`config.mk`:
```
export PLATFORM = sky130hd
export DESIGN_NAME = min_select_seq
export DESIGN_NICKNAME = d
export VERILOG_FILES = /design/src/rtl/min_select_seq.sv
export SDC_FILE = /design/constraint.sdc
export NUM_CORES = 1
export LEC_CHECK = 0
export BUFFER_PORTS_ARGS = -buffer_cell sky130_fd_sc_hd__buf_2
export CORE_ASPECT_RATIO = 1.1
export CORE_MARGIN = 5
export CORE_UTILIZATION = 50
export DETAILED_ROUTE_END_ITERATION = 8
export PLACE_DENSITY_LB_ADDON = 0.3
export REMOVE_ABC_BUFFERS = 1
export SLEW_MARGIN = 10
export SYNTH_ARGS = -nofsm -noshare
export SYNTH_HDL_FRONTEND = slang
export SYNTH_SLANG_ARGS = --single-unit
```
`constraint.sdc`:
```
create_clock -name m_clock -period 6.72 [get_ports m_clock]
set_clock_uncertainty 0.15 [all_clocks]
set_input_delay 0.672 -clock m_clock [delete_from_list [all_inputs] [get_ports m_clock]]
set_output_delay 0.672 -clock m_clock [all_outputs]
set_load 0.03 [all_outputs]
```
`src/rtl/min_select_seq.sv`:
```
// Sequential N-way minimum selector: captures N (energy, direction) candidates
// with a valid mask on start, scans one per cycle, reports the minimum.
//
// Ports:
//   m_clock, p_reset     clock, synchronous active-high reset
//   start                begin a selection (accepted in IDLE only)
//   in_ene / in_plot     packed candidate energies / direction codes
//   in_valid             per-candidate eligibility mask
//   busy                 high while scanning or finishing
//   done                 one-cycle result pulse
//   found                at least one eligible candidate existed
//   outene/outplot/outidx  winner energy, direction code, index
module min_select_seq #(
  parameter int N  = 4,
  parameter int EW = 10,
  parameter int PW = 10,
  localparam int IW = (N > 2) ? $clog2(N) : 1
) (
  input  logic            m_clock,
  input  logic            p_reset,
  input  logic            start,
  input  logic [N*EW-1:0] in_ene,
  input  logic [N*PW-1:0] in_plot,
  input  logic [N-1:0]    in_valid,
  output logic            busy,
  output logic            done,
  output logic            found,
  output logic [EW-1:0]   outene,
  output logic [PW-1:0]   outplot,
  output logic [IW-1:0]   outidx
);

  typedef enum logic [1:0] {
    IDLE,
    SCAN,
    FIN
  } state_t;

  state_t state, state_nxt;

  logic [IW-1:0] cnt;
  logic [EW-1:0] ene_r  [N];
  logic [PW-1:0] plot_r [N];
  logic [N-1:0]  valid_r;

  logic [EW-1:0] best_ene;
  logic [PW-1:0] best_plot;
  logic [IW-1:0] best_idx;
  logic          best_found;

  logic take;
  logic last;

  // <= makes ties go to the later (higher-index) candidate.
  always_comb begin
    take = 1'b0;
    last = (cnt == IW'(N - 1));
    if (valid_r[cnt]) begin
      take = !best_found || (ene_r[cnt] <= best_ene);
    end
  end

  always_comb begin
    state_nxt = state;
    unique case (state)
      IDLE: if (start) state_nxt = SCAN;
      SCAN: if (last) state_nxt = FIN;
      FIN:  state_nxt = IDLE;
      default: state_nxt = IDLE;
    endcase
  end

  always_ff @(posedge m_clock) begin
    if (p_reset) state <= IDLE;
    else         state <= state_nxt;
  end

  assign busy = (state != IDLE);

  always_ff @(posedge m_clock) begin
    if (p_reset) begin
      cnt        <= '0;
      valid_r    <= '0;
      best_ene   <= '0;
      best_plot  <= '0;
      best_idx   <= '0;
      best_found <= 1'b0;
      done       <= 1'b0;
      found      <= 1'b0;
      outene     <= '0;
      outplot    <= '0;
      outidx     <= '0;
    end else begin
      done <= 1'b0;
      unique case (state)
        IDLE: begin
          if (start) begin
            for (int k = 0; k < N; k++) begin
              ene_r[k]  <= in_ene[k*EW +: EW];
              plot_r[k] <= in_plot[k*PW +: PW];
            end
            valid_r    <= in_valid;
            cnt        <= '0;
            best_ene   <= '0;
            best_plot  <= '0;
            best_idx   <= '0;
            best_found <= 1'b0;
            found      <= 1'b0;
            outene     <= '0;
            outplot    <= '0;
            outidx     <= '0;
          end
        end
        SCAN: begin
          if (take) begin
            best_found <= 1'b1;
            best_ene   <= ene_r[cnt];
            best_plot  <= plot_r[cnt];
            best_idx   <= cnt;
          end
          cnt <= last ? '0 : cnt + IW'(1);
        end
        FIN: begin
          done    <= 1'b1;
          found   <= best_found;
          outene  <= best_ene;
          outplot <= best_plot;
          outidx  <= best_idx;
        end
        default: ;
      endcase
    end
  end

endmodule

```
==> Yosys cells after proc, flatten, opt, wreduce, memory -nomap -nowiden <==
Memories as Yosys holds them, arrays and structs flattened. A register that Yosys moved wholly into a read port is not among the register bits.
Index checks and enable logic that the tools add are counted.
{ "totals": {"ff_bits": 55, "mem_bits_rw": 80, "in_bits": 87, "output_inout_bits": 25, "elab_cells": 66, "memories": 2} }
{ "op_classes": {"n_addsub": 1, "order_cmp": 2, "n_eq_ne": 6, "mux": 32, "n_reduce_logical": 11} }
{ "mem_list": {"columns": ["memory", "depth", "width", "rd", "rd_ports_with_merged_regs", "wr", "line_no", "rtl"], "rows": [
  ["ene_r", 4, 10, 1, 1, 4, "42", "logic [EW-1:0] ene_r [N];"],
  ["plot_r", 4, 10, 1, 1, 4, "43", "logic [PW-1:0] plot_r [N];"]
]} }
{ "op_table": {"columns": ["operator", "n"], "rows": [
  ["10-bit case mux with 2 select lines", 4],
  ["10-bit two-way mux", 3],
  ["2-bit two-way mux", 9],
  ["2-bit case mux with 2 select lines", 4],
  ["10-bit less-or-equal comparator", 1],
  ["1-bit two-way mux", 9],
  ["2-bit AND reduction", 4],
  ["2-bit inequality test (second input constant)", 3],
  ["2-bit nonzero test", 3],
  ["2-bit equality test (second input constant)", 2],
  ["1-bit case mux with 2 select lines", 2],
  ["2-bit by 3-bit < comparator with 1-bit output (second input constant)", 1],
  ["3-bit AND reduction", 1],
  ["2-bit by 1-bit adder with 2-bit output (second input constant)", 1],
  ["1-bit binary-select mux with 2-bit select", 1],
  ["2-bit by 1-bit equality test with 1-bit output (second input constant)", 1],
  ["2-bit zero test", 1],
  ["1-bit zero test", 1],
  ["1-bit logical OR", 1]
]} }

==> Depth between registers and ports, before layout <==
Gate-level depths: netlist (run 1).
{ "depth": {"word_depth": 5, "mapped_depth": 10, "depth_no_buf": 8} }

==> Worst setup path before layout (run 1) <==
OpenSTA, ideal clock, no wires.
{ "synth_timing": {"path_kind": "input to register", "from": "input start", "to": "memory ene_r[0][0], enable pin", "setup_ns": 0.447, "arrival_time_ns": 2.947, "required_ns": 6.123, "setup_slack_ns": 3.176, "cell_stages": 2, "path_buffers": 0, "path_cell_list": "nor3b_4 > and2_1"} }
{ "synth_lines": {"columns": ["element", "line_no", "rtl"], "rows": [
  ["start, declared", "21", "input logic start,"],
  ["end, declared", "42", null]
]} }

==> results of run 1 <==
==> final timing paths <==
path / endpoint / slack (ns) / cells after the start
worst max-delay path: best_plot[6]$_SDFFE_PP0P_ / 2.94 / 7
worst min-delay path: plot_r[2][6]$_DFFE_PP_ / 0.19 / 1
worst max register to register: best_plot[6]$_SDFFE_PP0P_ / 2.94 / 7
worst min register to register: best_idx[1]$_SDFFE_PP0P_ / 0.31 / 2
==> layout make-up <==
class	instances	area share (%)
sequential	137	56.5
timing repair buffer	112	8.98
clock buffer	30	8.54
inverter	13	0.778
tap	120	2.39
clock inverter	2	0.559
multi-input combinational	132	22.2
==> layout by cell type (no fill, tap or decap), drive strengths merged <==
| cell type | Yosys | final |
|---|---|---|
| nor2 | 11 | 11 |
| o31ai | 1 | 1 |
| nand4 | 2 | 2 |
| mux2i | 7 | 7 |
| mux4 | 21 | 21 |
| buf | 9 | 112 |
| clkbuf | 5 | 30 |
| edfxtp | 80 | 80 |
| nor2b | 2 | 2 |
| bufinv | 0 | 1 |
| ha | 11 | 11 |
| clkinv | 0 | 1 |
| a2111oi | 1 | 1 |
| and2 | 3 | 3 |
| o21a | 1 | 1 |
| nand2 | 8 | 8 |
| a21oi | 3 | 3 |
| a22oi | 3 | 3 |
| a22o | 41 | 41 |
| inv | 13 | 13 |
| nand2b | 2 | 2 |
| o21bai | 3 | 3 |
| a21o | 1 | 1 |
| and4 | 1 | 1 |
| o41ai | 1 | 1 |
| dfxtp | 57 | 57 |
| a211oi | 2 | 2 |
| o21ai | 2 | 2 |
| nor3b | 1 | 1 |
| or2 | 1 | 1 |
| nor3 | 3 | 3 |
==> power by group through the flow <==
stage / registers [mW] / clock network (mW) / logic [mW]
after global routing: 0.934 / 0.939 / 0.114
after detailed placement: 0.949 / 0 / 0.104
after global placement: 0.948 / 0 / 0.101
final: 0.931 / 0.878 / 0.103
after floorplan: 0.946 / 0 / 0.0602
after CTS: 0.932 / 0.893 / 0.104
==> state kept, by name, summed over array words and instances (netlist names), named ones only <==
register / cells
found: 1
cnt: 2
plot_r: 40
best_ene: 10
ene_r: 40
valid_r: 4
state: 2
done: 1
best_idx: 2
best_found: 1
outene: 10
outplot: 10
outidx: 2
best_plot: 10
==> kinds of logic after synthesis <==
| logic type | Yosys count | share of synthesized area [%] |
|---|---|---|
| flops | 137 | 70.3 |
| compound gates | 59 | 10.4 |
| simple gates | 34 | 3.50 |
| mux | 28 | 10.8 |
| buf+inv | 27 | 2.29 |
| fa+ha+maj | 11 | 2.73 |
==> synthesized netlist by cell type, drive strengths merged (2+ instances only) <==
cell	n	area, um2
a211oi	2	25.0
a21oi	3	15.0
a22o	41	359
a22oi	3	22.5
and2	3	18.8
buf	9	47.6
clkbuf	5	18.8
dfxtp	57	1140
edfxtp	80	2400
ha	11	138
inv	13	48.8
mux2i	7	70.1
mux4	21	473
nand2	8	30.0
nand2b	2	12.5
nand4	2	12.5
nor2	11	41.3
nor2b	2	12.5
nor3	3	15.0
o21ai	2	10.0
o21bai	3	22.5
==> metrics by stage <==
stage | utilization, % | hold WS, ns | setup WS, ns
after floorplan | - | 0.288 | 2.89
after global placement | 57.9 | 0.303 | 2.99
after detailed placement | 57.9 | 0.305 | 2.91
after CTS | 63.7 | 0.163 | 2.88
after global routing | 63.7 | 0.154 | 2.65
final | 63.7 | 0.187 | 2.94
==> per-layer routing <==
layer / wire length (um) / global-route usage, % / vias up
met5: 0 / 0 / -
met2: 5060 / 28.8 / 71
met3: 527 / 6.18 / 4
met4: 57 / 5.70 / 0
li1: - / - / 1392
met1: 4020 / 19.7 / 1472
==> results.json, run 1 <==
{
  "register_area_um2": 3540,
  "finalHoldViolCount": 0,
  "die_h_um": 115,
  "drv_cap": 0,
  "ioPinCount": 112,
  "ys_seq_area_share_pct": 70.3,
  "seqPwrFrac_pct": 48.7,
  "powerDensity_nw_per_um2": 305,
  "path_cells": "mux4_2 -> ha_1 -> nand4_1 -> a211oi_2 -> a2111oi_4 -> o41ai_4 -> a22o_1",
  "endpoint_kind": "register",
  "status": "finished clean",
  "fp.dieW_um": 106,
  "grt.overflow.total": 0,
  "clk_latency_ns": 0.51,
  "clkTransAtPathRegs_ns": 0.06,
  "worst_slew_pin_slew_ns": 1.20,
  "clockPowerShare_pct": 45.9,
  "slew_violations": 0,
  "cts.sinks": 137,
  "path_buf_inv": 0,
  "antenna_found_initial": 0,
  "cp_top_family": "compound AO/OA/AOI/OAI gates",
  "yosys_register_bits": 137,
  "synthCells": 296,
  "drt_iter0_drc": 169,
  "slew_headroom_pct": 19.8,
  "place.gp.congestion": 0.757,
  "power.internal_mw": 1.53,
  "nFillCells": 691,
  "min_path_type": "in -> reg",
  "fp-row-count": 38,
  "htree_levels": 4,
  "critPathKind": "reg -> reg",
  "synth_cell_type_count": 32,
  "wl_um": 9670,
  "gr-usage-all-layers_pct": 16.8,
  "io_buffer_count": 111,
  "first_global_vias": 3127,
  "cts_made_buffers": 17,
  "peakVddDrop_mv": 0.196,
  "dr.pass1.iters": 4,
  "multi_input_comb_area_um2": 1390,
  "period_needed_ns": 3.78,
  "root_buffer": "clkbuf_8",
  "p_leak_nw": 2.46,
  "drc": 0,
  "drive_above_1_share_pct": 39.0,
  "viasPerCell": 5.38,
  "cp.required_ns": 7.02,
  "stdcell_area_um2": 6270,
  "p_comb_share_pct": 5.4,
  "fin_crit_sh_pct": 56.3,
  "grt_first_pass_wirelength_um": 15500,
  "dp_cells": 514,
  "min_from": "in_plot[26]",
  "cts_buffer_depth": 2,
  "rsz0062_at_grt": "false",
  "hpwlAfterDp_um": 6330,
  "area_growth_pct": 24.5,
  "slowest_delay_ns": 0.96,
  "fin_cells": 546,
  "synth_area_per_cell_um2": 17.0,
  "netSwitchingFraction_pct": 19.7,
  "start_util_pct": 51.2,
  "synth_warnings": 0,
  "power.total_mw": 1.91,
  "async_reset_ff_share_pct": 0,
  "grt_max_degree": 81,
  "n_antenna_cell": 0,
  "start_kind": "register",
  "crit_fanout": 20,
  "synthFlopType": "edfxtp_1",
  "cts_setup_buffers": 0,
  "setup_viol": 0,
  "synth.cell_area_um2": 5040,
  "core_um2": 9840,
  "wl_per_cell_um": 17.7,
  "p_sw_mw": 0.377,
  "crit_slowest_cell": "o41ai_4",
  "placed_cell_area_um2": 5700,
  "cp.arrival_ns": 4.08,
  "synth-edff-count": 80,
  "hold_buffers": 0,
  "dieArea_um2": 12200,
  "cts_tree": "built",
  "drtAntennaViolNets": 0,
  "tns_ns": 0,
  "dr_total_vias": 2939,
  "post_cts_resized": 0,
  "layout.nets": 511,
  "fmax_ghz": 0.264
}
Power figures use the tool's default switching activity.
==> inputs of run 2 (changes only) <==
==> constraint.sdc (replaced) <==
create_clock -name m_clock -period 4 [get_ports m_clock]
set_clock_uncertainty 0.15 [all_clocks]
set_input_delay 0.4 -clock m_clock [delete_from_list [all_inputs] [get_ports m_clock]]
set_output_delay 0.4 -clock m_clock [all_outputs]
set_load 0.03 [all_outputs]
==> run 2 against run 1 <==
- critical path depth did not move
- clock-buffer cell count down 10
- core utilization grew 8.9 points
- worst setup slack lost 2.5 ns
- via count up 11%
- largest cell class unchanged
- combinational power is 140% higher
- die area is the same
- sequential share of layout area shrank 6.9 points
- cell area grew 14%
- total power is 74% higher
==> results.json, run 2 (synthesized netlist as in run 1, its figures left out) <==
{
  "n_antenna_cell": 0,
  "critPathKind": "reg -> reg",
  "min_path_type": "in -> reg",
  "dieArea_um2": 12200,
  "post_cts_resized": 0,
  "hold_depth": 2,
  "root_buffer": "clkbuf_8",
  "drtAntennaViolNets": 0,
  "hpwlAfterDp_um": 6480,
  "rsz0062_at_grt": "false",
  "crit_fanout": 20,
  "dr.pass1.iters": 4,
  "layout.nets": 598,
  "cts.sinks": 137,
  "drc": 0,
  "cts_buffer_depth": 2,
  "power.total_mw": 3.33,
  "die_h_um": 115,
  "fin_crit_sh_pct": 89.4,
  "grt_first_pass_wirelength_um": 18400,
  "powerDensity_nw_per_um2": 465,
  "wl_per_cell_um": 18.1,
  "cp.required_ns": 4.31,
  "clk_latency_ns": 0.52,
  "path_cells": "mux4_2 -> ha_1 -> nand4_1 -> a211oi_2 -> a2111oi_4 -> o41ai_4 -> a22o_1",
  "start_kind": "register",
  "worst_slew_pin_slew_ns": 1.16,
  "r2r-end": "best_plot[8]$_SDFFE_PP0P_",
  "grt.overflow.total": 0,
  "antenna_found_initial": 0,
  "p_leak_nw": 2.85,
  "endpoint_kind": "register",
  "drv_cap": 0,
  "final_common_cell": "buf_2",
  "status": "finished clean",
  "gr-usage-all-layers_pct": 20.2,
  "cts_made_buffers": 17,
  "peakVddDrop_mv": 0.500,
  "fmax_ghz": 0.280,
  "drt_iter0_drc": 195,
  "crit_slowest_cell": "o41ai_4",
  "top_regs": "ene_r (40), plot_r (40)",
  "slowest_delay_ns": 0.94,
  "drive_above_1_share_pct": 34.5,
  "start_util_pct": 51.2,
  "ioPinCount": 112,
  "slew_violations": 0,
  "tns_ns": 0,
  "period_needed_ns": 3.58,
  "finalHoldViolCount": 0,
  "cp.arrival_ns": 3.88,
  "place.gp.congestion": 0.765,
  "dr_total_vias": 3273,
  "fp-row-count": 38,
  "first_global_vias": 3568,
  "clkTransAtPathRegs_ns": 0.06,
  "io_buffer_count": 111,
  "slew_headroom_pct": 22.2,
  "min_from": "p_reset",
  "area_growth_pct": 41.9,
  "layout_common_cells": "111 x buf_2, 84 x dlygate4sd3_1, 80 x edfxtp_1, 56 x dfxtp_1, 41 x a22o_1",
  "reg2reg_depth": 7,
  "cts_setup_buffers": 0,
  "cts_tree": "built",
  "wl_um": 11500,
  "hold_path_end": "valid_r[1]$_SDFFE_PP0P_",
  "setup_viol": 0,
  "fp.dieW_um": 106,
  "viasPerCell": 5.17,
  "core_um2": 9840,
  "htree_levels": 4,
  "grt_max_degree": 81,
  "reg2reg_slack_ns": 0.42
}
## run 2: cell types whose count changed in the layout (fill, tap and decap cells not counted)
cell           before  now
buf_4               1    4
clkinv_4            0    2
inv_6               0    3
clkinv_2            1    3
clkbuf_1            8    0
clkbuf_8            4    2
inv_4               0    3
dlygate4sd3_1       0   84
## run 2: layout make-up
class	count	area [um2]
Sequential cell	137	3540
Inverter	13	48.8
Tap cell	120	150
Multi-Input combinational cell	132	1390
Timing Repair Buffer	199	1430
Clock buffer	20	478
Clock inverter	12	108
Fill cell	608	2690
## run 2: critical path, delay by kind of cell, from the launching register on
family          cells  cell delay, ns
compound gates      4            1.60
flops               1            0.64
mux                 1            0.62
fa+ha+maj           1            0.33
simple gates        1            0.16
## run 2: repair_timing
action / in CTS / in global routing
hold buffers: 84 / 0
endpoints found under the setup margin: 0 / 0
endpoints found under the hold margin: 84 / 0
## run 2: through the flow
stage | instances | setup slack (ns) | util (%) | hold slack, ns | instance area, um2
finish | 633 | 0.425 | 72.6 | 0.0906 | 7150
global route | 633 | 0.119 | 72.6 | 0.0806 | 7150
CTS | 633 | 0.406 | 72.6 | 0.0618 | 7150
detailed placement | 517 | 0.434 | 58.1 | 0.304 | 5720
global placement | 517 | 0.493 | 58.1 | 0.302 | 5720
floorplan | 282 | 0.173 | - | 0.288 | 4970
## run 2: metal layers
layer | vias to the layer above | routed length (um) | share of wire, % | track usage (%)
li1 | 1574 | - | - | -
met1 | 1599 | 4330 | 38 | 22.3
met2 | 90 | 6370 | 55 | 37.1
met3 | 10 | 687 | 6.0 | 6.91
met4 | 0 | 99 | 0.86 | 5.87
met5 | - | 0 | 0 | 0
## run 2: worst max path at each step
stage / start / to / slack, ns / cells past startpoint
3_5_place_dp: register / best_plot[7]$_SDFFE_PP0P_ / 0.43 / 7
3_3_place_gp: register / best_plot[2]$_SDFFE_PP0P_ / 0.49 / 7
4_1_cts: register / best_plot[8]$_SDFFE_PP0P_ / 0.41 / 7
6_report: register / best_plot[8]$_SDFFE_PP0P_ / 0.42 / 7
2_1_floorplan: register / best_plot[0]$_SDFFE_PP0P_ / 0.17 / 7
5_1_grt: register / best_plot[8]$_SDFFE_PP0P_ / 0.12 / 7
## run 2: power by group
part / switching (mW) / total, mW / internal, mW
logic: 0.102 / 0.246 / 0.144
clock network: 0.596 / 1.52 / 0.921
registers: 0.0230 / 1.56 / 1.54
==> inputs of run 3 (changes only) <==
--- a/config.mk
+++ b/config.mk
@@ -10,6 +10,7 @@
 export CORE_MARGIN = 5
 export CORE_UTILIZATION = 50
 export DETAILED_ROUTE_END_ITERATION = 8
+export HOLD_SLACK_MARGIN = 0.1
 export PLACE_DENSITY_LB_ADDON = 0.3
 export REMOVE_ABC_BUFFERS = 1
 export SLEW_MARGIN = 10
==> run 3 against run 2 <==
- global-route usage increased by 0.13 points
- hold slack improved by 0.23 ns
- combinational power increased by 2%
- critical endpoint unchanged
- first-iteration DRC count shrank 4.1%
==> results.json, run 3 (synthesized netlist as in run 1, its figures left out) <==
{
  "fp-row-count": 38,
  "antenna_found_initial": 0,
  "drive_above_1_share_pct": 34.1,
  "place.gp.congestion": 0.765,
  "stdcell_area_um2": 7210,
  "final_common_cell": "buf_2",
  "fp.dieW_um": 106,
  "layout.nets": 604,
  "p_leak_nw": 2.88,
  "status": "finished clean",
  "peakVddDrop_mv": 0.500,
  "ioPinCount": 112,
  "cts_tree": "built",
  "endpoint_kind": "register",
  "n_antenna_cell": 0,
  "r2r-end": "best_plot[8]$_SDFFE_PP0P_",
  "reg2reg_depth": 7,
  "dp_worst_setup_slack_ns": 0.434,
  "grt_first_pass_wirelength_um": 18500,
  "drtAntennaViolNets": 0,
  "cts_made_buffers": 17,
  "clkTransAtPathRegs_ns": 0.06,
  "min_from": "best_idx[1]$_SDFFE_PP0P_",
  "critPathCapture": "best_plot[8]$_SDFFE_PP0P_",
  "wl_um": 11600,
  "hpwlAfterDp_um": 6480,
  "root_buffer": "clkbuf_8",
  "cts_buffer_depth": 2,
  "critPathKind": "reg -> reg",
  "htree_levels": 4,
  "top_regs": "ene_r (40), plot_r (40)",
  "finalWorstSetupSlack_ns": 0.435,
  "cts_setup_buffers": 0,
  "drv_cap": 0,
  "cts.sinks": 137,
  "fin_util_pct": 73.2,
  "powerDensity_nw_per_um2": 462,
  "min_path_type": "reg -> reg",
  "dr.pass1.iters": 4,
  "power.internal_mw": 2.61,
  "area_growth_pct": 43.1,
  "slew_violations": 0,
  "start_util_pct": 51.2,
  "netSwitchingFraction_pct": 21.7,
  "reg2reg_slack_ns": 0.44,
  "core_um2": 9840,
  "dp_cells": 517,
  "drc": 0,
  "slowest_delay_ns": 0.93,
  "nFillCells": 607,
  "cp.arrival_ns": 3.87,
  "setup_viol": 0,
  "finalHoldViolCount": 0,
  "first_global_vias": 3611,
  "clk_latency_ns": 0.51,
  "cp.required_ns": 4.30,
  "fin_cells": 639,
  "rsz0062_at_grt": "false",
  "placed_cell_area_um2": 5720,
  "die_h_um": 115,
  "power.total_mw": 3.33,
  "slew_headroom_pct": 23.0,
  "period_needed_ns": 3.56,
  "clockPowerShare_pct": 45.5,
  "grt_max_degree": 81,
  "tns_ns": 0,
  "p_comb_share_pct": 7.5,
  "seqPwrFrac_pct": 46.9,
  "start_kind": "register",
  "drt_iter0_drc": 187,
  "fin_worst_hold_slack_ns": 0.319,
  "path_cells": "mux4_2 -> ha_1 -> nand4_1 -> a211oi_2 -> a2111oi_4 -> o41ai_4 -> a22o_1",
  "layout_common_cells": "111 x buf_2, 90 x dlygate4sd3_1, 80 x edfxtp_1, 56 x dfxtp_1, 41 x a22o_1",
  "worst_slew_pin_slew_ns": 1.15,
  "grt.overflow.total": 0,
  "fin_crit_sh_pct": 89.1,
  "crit_slowest_cell": "o41ai_4",
  "wl_per_cell_um": 18.1,
  "dieArea_um2": 12200,
  "crit_fanout": 20,
  "p_sw_mw": 0.722,
  "gr-usage-all-layers_pct": 20.3,
  "io_buffer_count": 111,
  "viasPerCell": 5.19,
  "fmax_ghz": 0.281,
  "dr_total_vias": 3319
}
[run 3: cell types whose count changed in the layout (fill, tap and decap cells not counted), sizes merged]
| cell | previous run | this run |
|---|---|---|
| dlygate4sd3 | 84 | 90 |
[run 3: per-layer routing]
metal  part of all wire [%]  GRT usage, %
met5                      0             0
met4                    1.1          5.87
met3                    6.1          6.85
met2                     55          37.6
met1                     38          22.3
[run 3: worst min path at each step]
stage / to / slack (ns) / cells after the start
3_3_place_gp: outene[4]$_SDFFE_PP0P_ / 0.30 / 1
6_report: best_idx[1]$_SDFFE_PP0P_ / 0.32 / 2
3_5_place_dp: outene[2]$_SDFFE_PP0P_ / 0.30 / 1
4_1_cts: best_idx[1]$_SDFFE_PP0P_ / 0.32 / 2
5_1_grt: best_idx[1]$_SDFFE_PP0P_ / 0.34 / 2
2_1_floorplan: best_idx[1]$_SDFFE_PP0P_ / 0.29 / 2
[run 3: cell type report]
cell class | instances | area, um2 | share of cell area (%)
flip-flops and latches | 137 | 3540 | 49.2
inverters | 13 | 48.8 | 0.677
well taps | 120 | 150 | 2.08
repair buffers | 205 | 1490 | 20.6
clock buffers | 20 | 478 | 6.63
multi-input cells | 132 | 1390 | 19.3
clock inverters | 12 | 108 | 1.49
[run 3: repair_timing]
action                                 in CTS  in global routing
endpoints found under the hold margin      87                  0
resized for setup                           0                  0
hold buffers                               90                  0
[run 3: power groups by stage]
stage               combinational (mW)  sequential, mW  clock [mW]
floorplan                        0.101            1.59           0
global placement                 0.173            1.59           0
detailed placement               0.178            1.59           0
CTS                              0.246            1.56        1.53
global route                     0.275            1.57        1.61
finish                           0.251            1.56        1.52
[run 3: worst max-delay path, delay by kind of cell (launching register included)]
family	cells	cell delay, ns
mux	1	0.62
compound gates	4	1.60
simple gates	1	0.16
flops	1	0.64
fa+ha+maj	1	0.33
